--- src/rtl/apb_cmd_master.sv ---
`default_nettype none
// ============================================================================
// Module   : apb_cmd_master
// Purpose  : Queues read/write commands and replays them as APB SETUP/ACCESS
//            transfers against a word-addressed memory, one response each.
// Revision : 1.0  initial release
// ============================================================================
module apb_cmd_master #(
    parameter int DEPTH     = 4,
    parameter int MEM_WORDS = 256,
    parameter int TIMEOUT   = 8
) (
    input  logic        clk,
    input  logic        rst,
    input  logic        cmd_valid,
    output logic        cmd_ready,
    input  logic        cmd_write,
    input  logic [31:0] cmd_addr,
    input  logic [31:0] cmd_wdata,
    output logic        rsp_valid,
    output logic        rsp_write,
    output logic [31:0] rsp_rdata,
    output logic        rsp_err,
    output logic [31:0] paddr,
    output logic        pwrite,
    output logic        psel,
    output logic        penable,
    output logic [31:0] pwdata,
    input  logic [31:0] prdata,
    input  logic        pvalid
);

    localparam int                c_ptr_w     = $clog2(DEPTH);
    localparam int                c_cnt_w     = $clog2(TIMEOUT + 1);
    localparam logic [c_ptr_w:0]  c_full      = (c_ptr_w + 1)'(DEPTH);
    localparam logic [31:0]       c_mem_words = 32'(MEM_WORDS);
    localparam logic [c_cnt_w-1:0] c_tmo_last = c_cnt_w'(TIMEOUT - 1);
    localparam logic [31:0]       c_all_ones  = 32'hFFFF_FFFF;

    typedef enum logic [1:0] {
        S_IDLE    = 2'd0,
        S_SETUP   = 2'd1,
        S_ACCESS  = 2'd2,
        S_RD_WAIT = 2'd3
    } state_t;

    logic [31:0]        r_fifo_addr  [DEPTH];
    logic [31:0]        r_fifo_wdata [DEPTH];
    logic               r_fifo_write [DEPTH];
    logic [c_ptr_w-1:0] r_wr_ptr;
    logic [c_ptr_w-1:0] r_rd_ptr;
    logic [c_ptr_w:0]   r_count;
    state_t             r_state;
    logic [c_cnt_w-1:0] r_wait_cnt;

    logic               w_push;
    logic               w_pop;
    logic [31:0]        w_head_addr;
    logic [31:0]        w_head_wdata;
    logic               w_head_write;

    assign cmd_ready    = (r_count != c_full);
    assign w_push       = cmd_valid && cmd_ready;
    assign w_pop        = (r_state == S_IDLE) && (r_count != '0);
    assign w_head_addr  = r_fifo_addr[r_rd_ptr];
    assign w_head_wdata = r_fifo_wdata[r_rd_ptr];
    assign w_head_write = r_fifo_write[r_rd_ptr];

    // Storage needs no reset: only entries below r_count are ever read.
    always_ff @(posedge clk) begin
        if (w_push) begin
            r_fifo_addr[r_wr_ptr]  <= cmd_addr;
            r_fifo_wdata[r_wr_ptr] <= cmd_wdata;
            r_fifo_write[r_wr_ptr] <= cmd_write;
        end
    end

    always_ff @(posedge clk or posedge rst) begin
        if (rst) begin
            r_wr_ptr <= '0;
            r_rd_ptr <= '0;
            r_count  <= '0;
        end else begin
            if (w_push) begin
                r_wr_ptr <= r_wr_ptr + 1'b1;
            end
            if (w_pop) begin
                r_rd_ptr <= r_rd_ptr + 1'b1;
            end
            case ({w_push, w_pop})
                2'b10:   r_count <= r_count + 1'b1;
                2'b01:   r_count <= r_count - 1'b1;
                default: r_count <= r_count;
            endcase
        end
    end

    always_ff @(posedge clk or posedge rst) begin
        if (rst) begin
            r_state    <= S_IDLE;
            r_wait_cnt <= '0;
            psel       <= 1'b0;
            penable    <= 1'b0;
            pwrite     <= 1'b0;
            paddr      <= '0;
            pwdata     <= '0;
            rsp_valid  <= 1'b0;
            rsp_write  <= 1'b0;
            rsp_err    <= 1'b0;
            rsp_rdata  <= c_all_ones;
        end else begin
            rsp_valid <= 1'b0;
            case (r_state)
                S_IDLE: begin
                    psel    <= 1'b0;
                    penable <= 1'b0;
                    if (w_pop) begin
                        if (w_head_addr >= c_mem_words) begin
                            // Rejected locally; the bus never sees it.
                            rsp_valid <= 1'b1;
                            rsp_write <= w_head_write;
                            rsp_err   <= 1'b1;
                            rsp_rdata <= c_all_ones;
                        end else begin
                            paddr   <= w_head_addr;
                            pwrite  <= w_head_write;
                            pwdata  <= w_head_wdata;
                            psel    <= 1'b1;
                            r_state <= S_SETUP;
                        end
                    end
                end
                S_SETUP: begin
                    penable <= 1'b1;
                    r_state <= S_ACCESS;
                end
                S_ACCESS: begin
                    psel    <= 1'b0;
                    penable <= 1'b0;
                    if (pwrite) begin
                        rsp_valid <= 1'b1;
                        rsp_write <= 1'b1;
                        rsp_err   <= 1'b0;
                        rsp_rdata <= c_all_ones;
                        r_state   <= S_IDLE;
                    end else begin
                        r_wait_cnt <= '0;
                        r_state    <= S_RD_WAIT;
                    end
                end
                S_RD_WAIT: begin
                    if (pvalid) begin
                        rsp_valid <= 1'b1;
                        rsp_write <= 1'b0;
                        rsp_err   <= 1'b0;
                        rsp_rdata <= prdata;
                        r_state   <= S_IDLE;
                    end else if (r_wait_cnt == c_tmo_last) begin
                        rsp_valid <= 1'b1;
                        rsp_write <= 1'b0;
                        rsp_err   <= 1'b1;
                        rsp_rdata <= c_all_ones;
                        r_state   <= S_IDLE;
                    end else begin
                        r_wait_cnt <= r_wait_cnt + 1'b1;
                    end
                end
                default: r_state <= S_IDLE;
            endcase
        end
    end

endmodule
`default_nettype wire
--- config.mk ---
export PLATFORM = sky130hd
export DESIGN_NAME = apb_cmd_master
export DESIGN_NICKNAME = d
export VERILOG_FILES = /design/src/rtl/apb_cmd_master.sv
export SDC_FILE = /design/constraint.sdc
export NUM_CORES = 1
export LEC_CHECK = 0
export ABC_AREA = 1
export CORE_MARGIN = 2
export CORE_UTILIZATION = 45
export DETAILED_ROUTE_END_ITERATION = 6
export PLACE_DENSITY = 0.78
export SLEW_MARGIN = 10
export SYNTH_ARGS = -nofsm -noshare
export SYNTH_HDL_FRONTEND = slang
export SYNTH_SLANG_ARGS = --single-unit
--- constraint.sdc ---
create_clock -name clk -period 6.2 [get_ports clk]
set_clock_uncertainty 0.1 [all_clocks]
set_input_delay 1.86 -clock clk [delete_from_list [all_inputs] [get_ports clk]]
set_output_delay 1.86 -clock clk [all_outputs]
set_load 0.005 [all_outputs]
==> results.toml <==
[global_routing]
grt_overflow_total = 0
grtUsageTotal_pct = 18.7
grt_max_degree = 83
antenna_found_initial = 2
grt_first_pass_wirelength_mm = 49.7
grt_pass1_vias = 9449

[route]
drtIter0Drc = 648
wl_mm = 32.0
num_vias = 9653
viasPerCell = 5.06
dr.pass1.iters = 5
final_antenna_net_count = 0
avgRoutedWirePerCell_um = 16.7
drc = 0

[worst_setup_path]
rr_worst_depth = 12
rr_startpoint = "r_rd_ptr[1]"
crit_type = "register to register"
end_kind = "register"
crit_chain = "buf_4 > inv_2 > nand3_1 > nand2_1 > nand2_1 > nor2_1 > nand2_1 > nor2_4 > nand3_4 > buf_4 > nand2_1 > o21ai_1"
path_common_cell = "nand2_1"
arrival_ns = 4.15
worst_r2r_endpoint = "pwdata[7]"
cpMaxStageDelayCell = "inv_2"
required_ns = 6.51
critPathLaunchType = "register"
rrSetupSlack_ns = 2.36
worst_path_largest_cell_delay_ns = 0.69
cp_max_fo = 72

[sta]
period_share_pct = 62.0
setup_violations = 0
tns_ns = 0
tightest_slew_ns = 1.00
hold_violations = 0
fmax_mhz = 260
finalCriticalPeriod_ns = 3.84
rsz0062_at_grt = "no"
drv_slew = 0
relSlewSlack_pct = 33.2

[final_layout]
n_fill_cell = 2535
seq_area_um2 = 10700
antennaDiodeCount = 0
drive_above_1_share_pct = 8.18
final_cell_mix = "nand2_1, edfxtp_1, clkdlybuf4s50_1"
fin_cells = 1909
nNetsFinal = 1545
multi_input_comb_area_um2 = 3340
layout.cells.most_common = "nand2_1"
areaGrowthSynthToFinish_pct = 25.6

[die]
rows = 66
fp.dieArea_um2 = 34000
core_um2 = 32300
boundaryPins = 204
die_h_um = 184
start_util_pct = 45.3
dieWidth_um = 184

[cts]
clockRootBuffer = "clkbuf_16"
numClockSinks = 375
cts_hold_buf = 0
clockBufferDepth = 3
cts_tree = "yes"
cts_made_buffers = 38
clkTransAtPathRegs_ns = 0.06
clk_latency_ns = 0.54
htreeDepth = 2
cts_resized = 0
post_cts.repair.setup_buffers = 0

[job]
drv_cap = 0

[outcome]
outcome = "complete, no violations"

[synth]
yosysUniqueCellTypes = 31
netlist_area_um2 = 14600
yosysWarnings = 0
synth_edf_count = 260
synth_top_area_share_pct = 53.3
ys_top_cells_by_area = "edfxtp_1, dfrtp_1, nand2_1"
syn_avg_cell_area_um2 = 11.7
synth_seq_cells = 375
synthArstFlopShare_pct = 30.7
syn_nets = 1359
seq_area_frac_synth_pct = 73.3
netlist_instances = 1251
yosys.area.top_type = "edfxtp_1"
synthFlopType = "edfxtp_1"

[worst_hold_path]
holdPathEnd = "rsp_rdata[5]"
holdPathStages = 2
hold_start = "rsp_rdata[5]"
hold_path_class = "register to register"

[pwr]
switchingPower_mw = 2.69
pwr-share-clk_pct = 28.9
p_int_mw = 5.63
power_leakage_nw = 7.26
ir_drop_mv = 0.307
comb_power_share_pct = 28.7
swShare_pct = 32.3
seq_power_share_pct = 42.4
p_per_area_nw_per_um2 = 453

[placement]
globalplace.congestion = 0.761
portBuffers = 203
hpwl_mm = 19.1
placed_cells = 1839
[cells in the mapped netlist, types with 2 or more instances]
library cell / n
a21oi_1: 12
a32o_1: 9
buf_1: 3
buf_2: 14
buf_4: 4
buf_6: 3
clkbuf_1: 45
dfrtp_1: 83
dfstp_2: 32
edfxtp_1: 260
ha_1: 6
inv_1: 74
nand2_1: 343
nand3_1: 86
nand4_1: 2
nor2_1: 113
nor2_4: 2
nor3_1: 4
o21ai_0: 77
o21ai_1: 30
o21ai_2: 5
o22ai_1: 32
xnor2_1: 2
xor2_1: 3
[critical path: cells and delay by family, from the launching register on]
kind	cells	cell delay, ns
AND/OR/NAND/NOR	8	1.54
flip-flops	1	0.39
buffers and inverters	3	1.57
AO/OA/AOI/OAI	1	0.07
[metal layers]
metal  track usage, %  vias up  share of wire [%]  wire (um)
met5                0        -              0.091         29
met4             5.63        4                2.4        753
met3             3.64       51                7.3       2320
met2             31.4      362                 48      15300
met1             24.8     4610                 42      13600
li1                 -     4626                  -          -
[power groups by stage]
stage          clock network (mW)  logic (mW)  registers (mW)
6_report                     2.40        2.39            3.53
5_1_grt                      2.56        2.70            3.58
4_1_cts                      2.45        2.41            3.53
3_5_place_dp                    0        2.40            3.58
3_3_place_gp                    0        2.31            3.56
2_1_floorplan                   0        1.62            3.53
[sequential cells by signal, indices dropped and copies added (netlist names), 2 cells and up]
register,count
paddr,32
pwdata,32
r_count,3
r_fifo_addr,128
r_fifo_wdata,128
r_fifo_write,4
r_rd_ptr,2
r_state,2
r_wait_cnt,4
r_wr_ptr,2
rsp_rdata,32
[cell families (layout without fill, tap and decap cells)]
kind of cell	count (synthesis)	in the layout	synth area share, %
simple gates	554	554	15.3
flops	375	375	73.3
compound gates	165	165	6.35
buf+inv	145	361	4.10
fa+ha+maj	7	7	0.650
xor+xnor	5	5	0.299
[final cells by class]
class,instances,area share [%]
Clock buffer,47,5.52
Timing Repair Buffer,215,11.5
Multi-Input combinational cell,731,18.2
Inverter,76,1.58
Clock inverter,23,1.82
Sequential cell,375,58.4
Tap cell,442,3.01
[worst max path at each step]
| stage | to | slack (ns) | start | cells past startpoint |
|---|---|---|---|---|
| after floorplan | r_fifo_addr[0][0] | 0.85 | cmd_valid | 2 |
| after global placement | r_fifo_wdata[2][23] | 2.11 | cmd_valid | 4 |
| after detailed placement | r_fifo_wdata[2][23] | 2.07 | cmd_valid | 4 |
| after CTS | pwdata[7] | 2.30 | r_rd_ptr[1] | 12 |
| after global routing | pwdata[28] | 1.96 | r_rd_ptr[1] | 12 |
| final | pwdata[7] | 2.36 | r_rd_ptr[1] | 12 |
[stage by stage]
stage	hold WS [ns]	area [um^2]	util (%)	setup slack (ns)	power, mW
floorplan	0.351	14600	-	0.852	5.14
global placement	0.347	17000	52.8	2.11	5.87
detailed placement	0.351	17000	52.8	2.07	5.97
CTS	0.361	18400	57.0	2.30	8.39
global route	0.371	18400	57.0	1.96	8.83
finish	0.361	18400	57.0	2.36	8.32
Power figures use the tool's default switching activity.
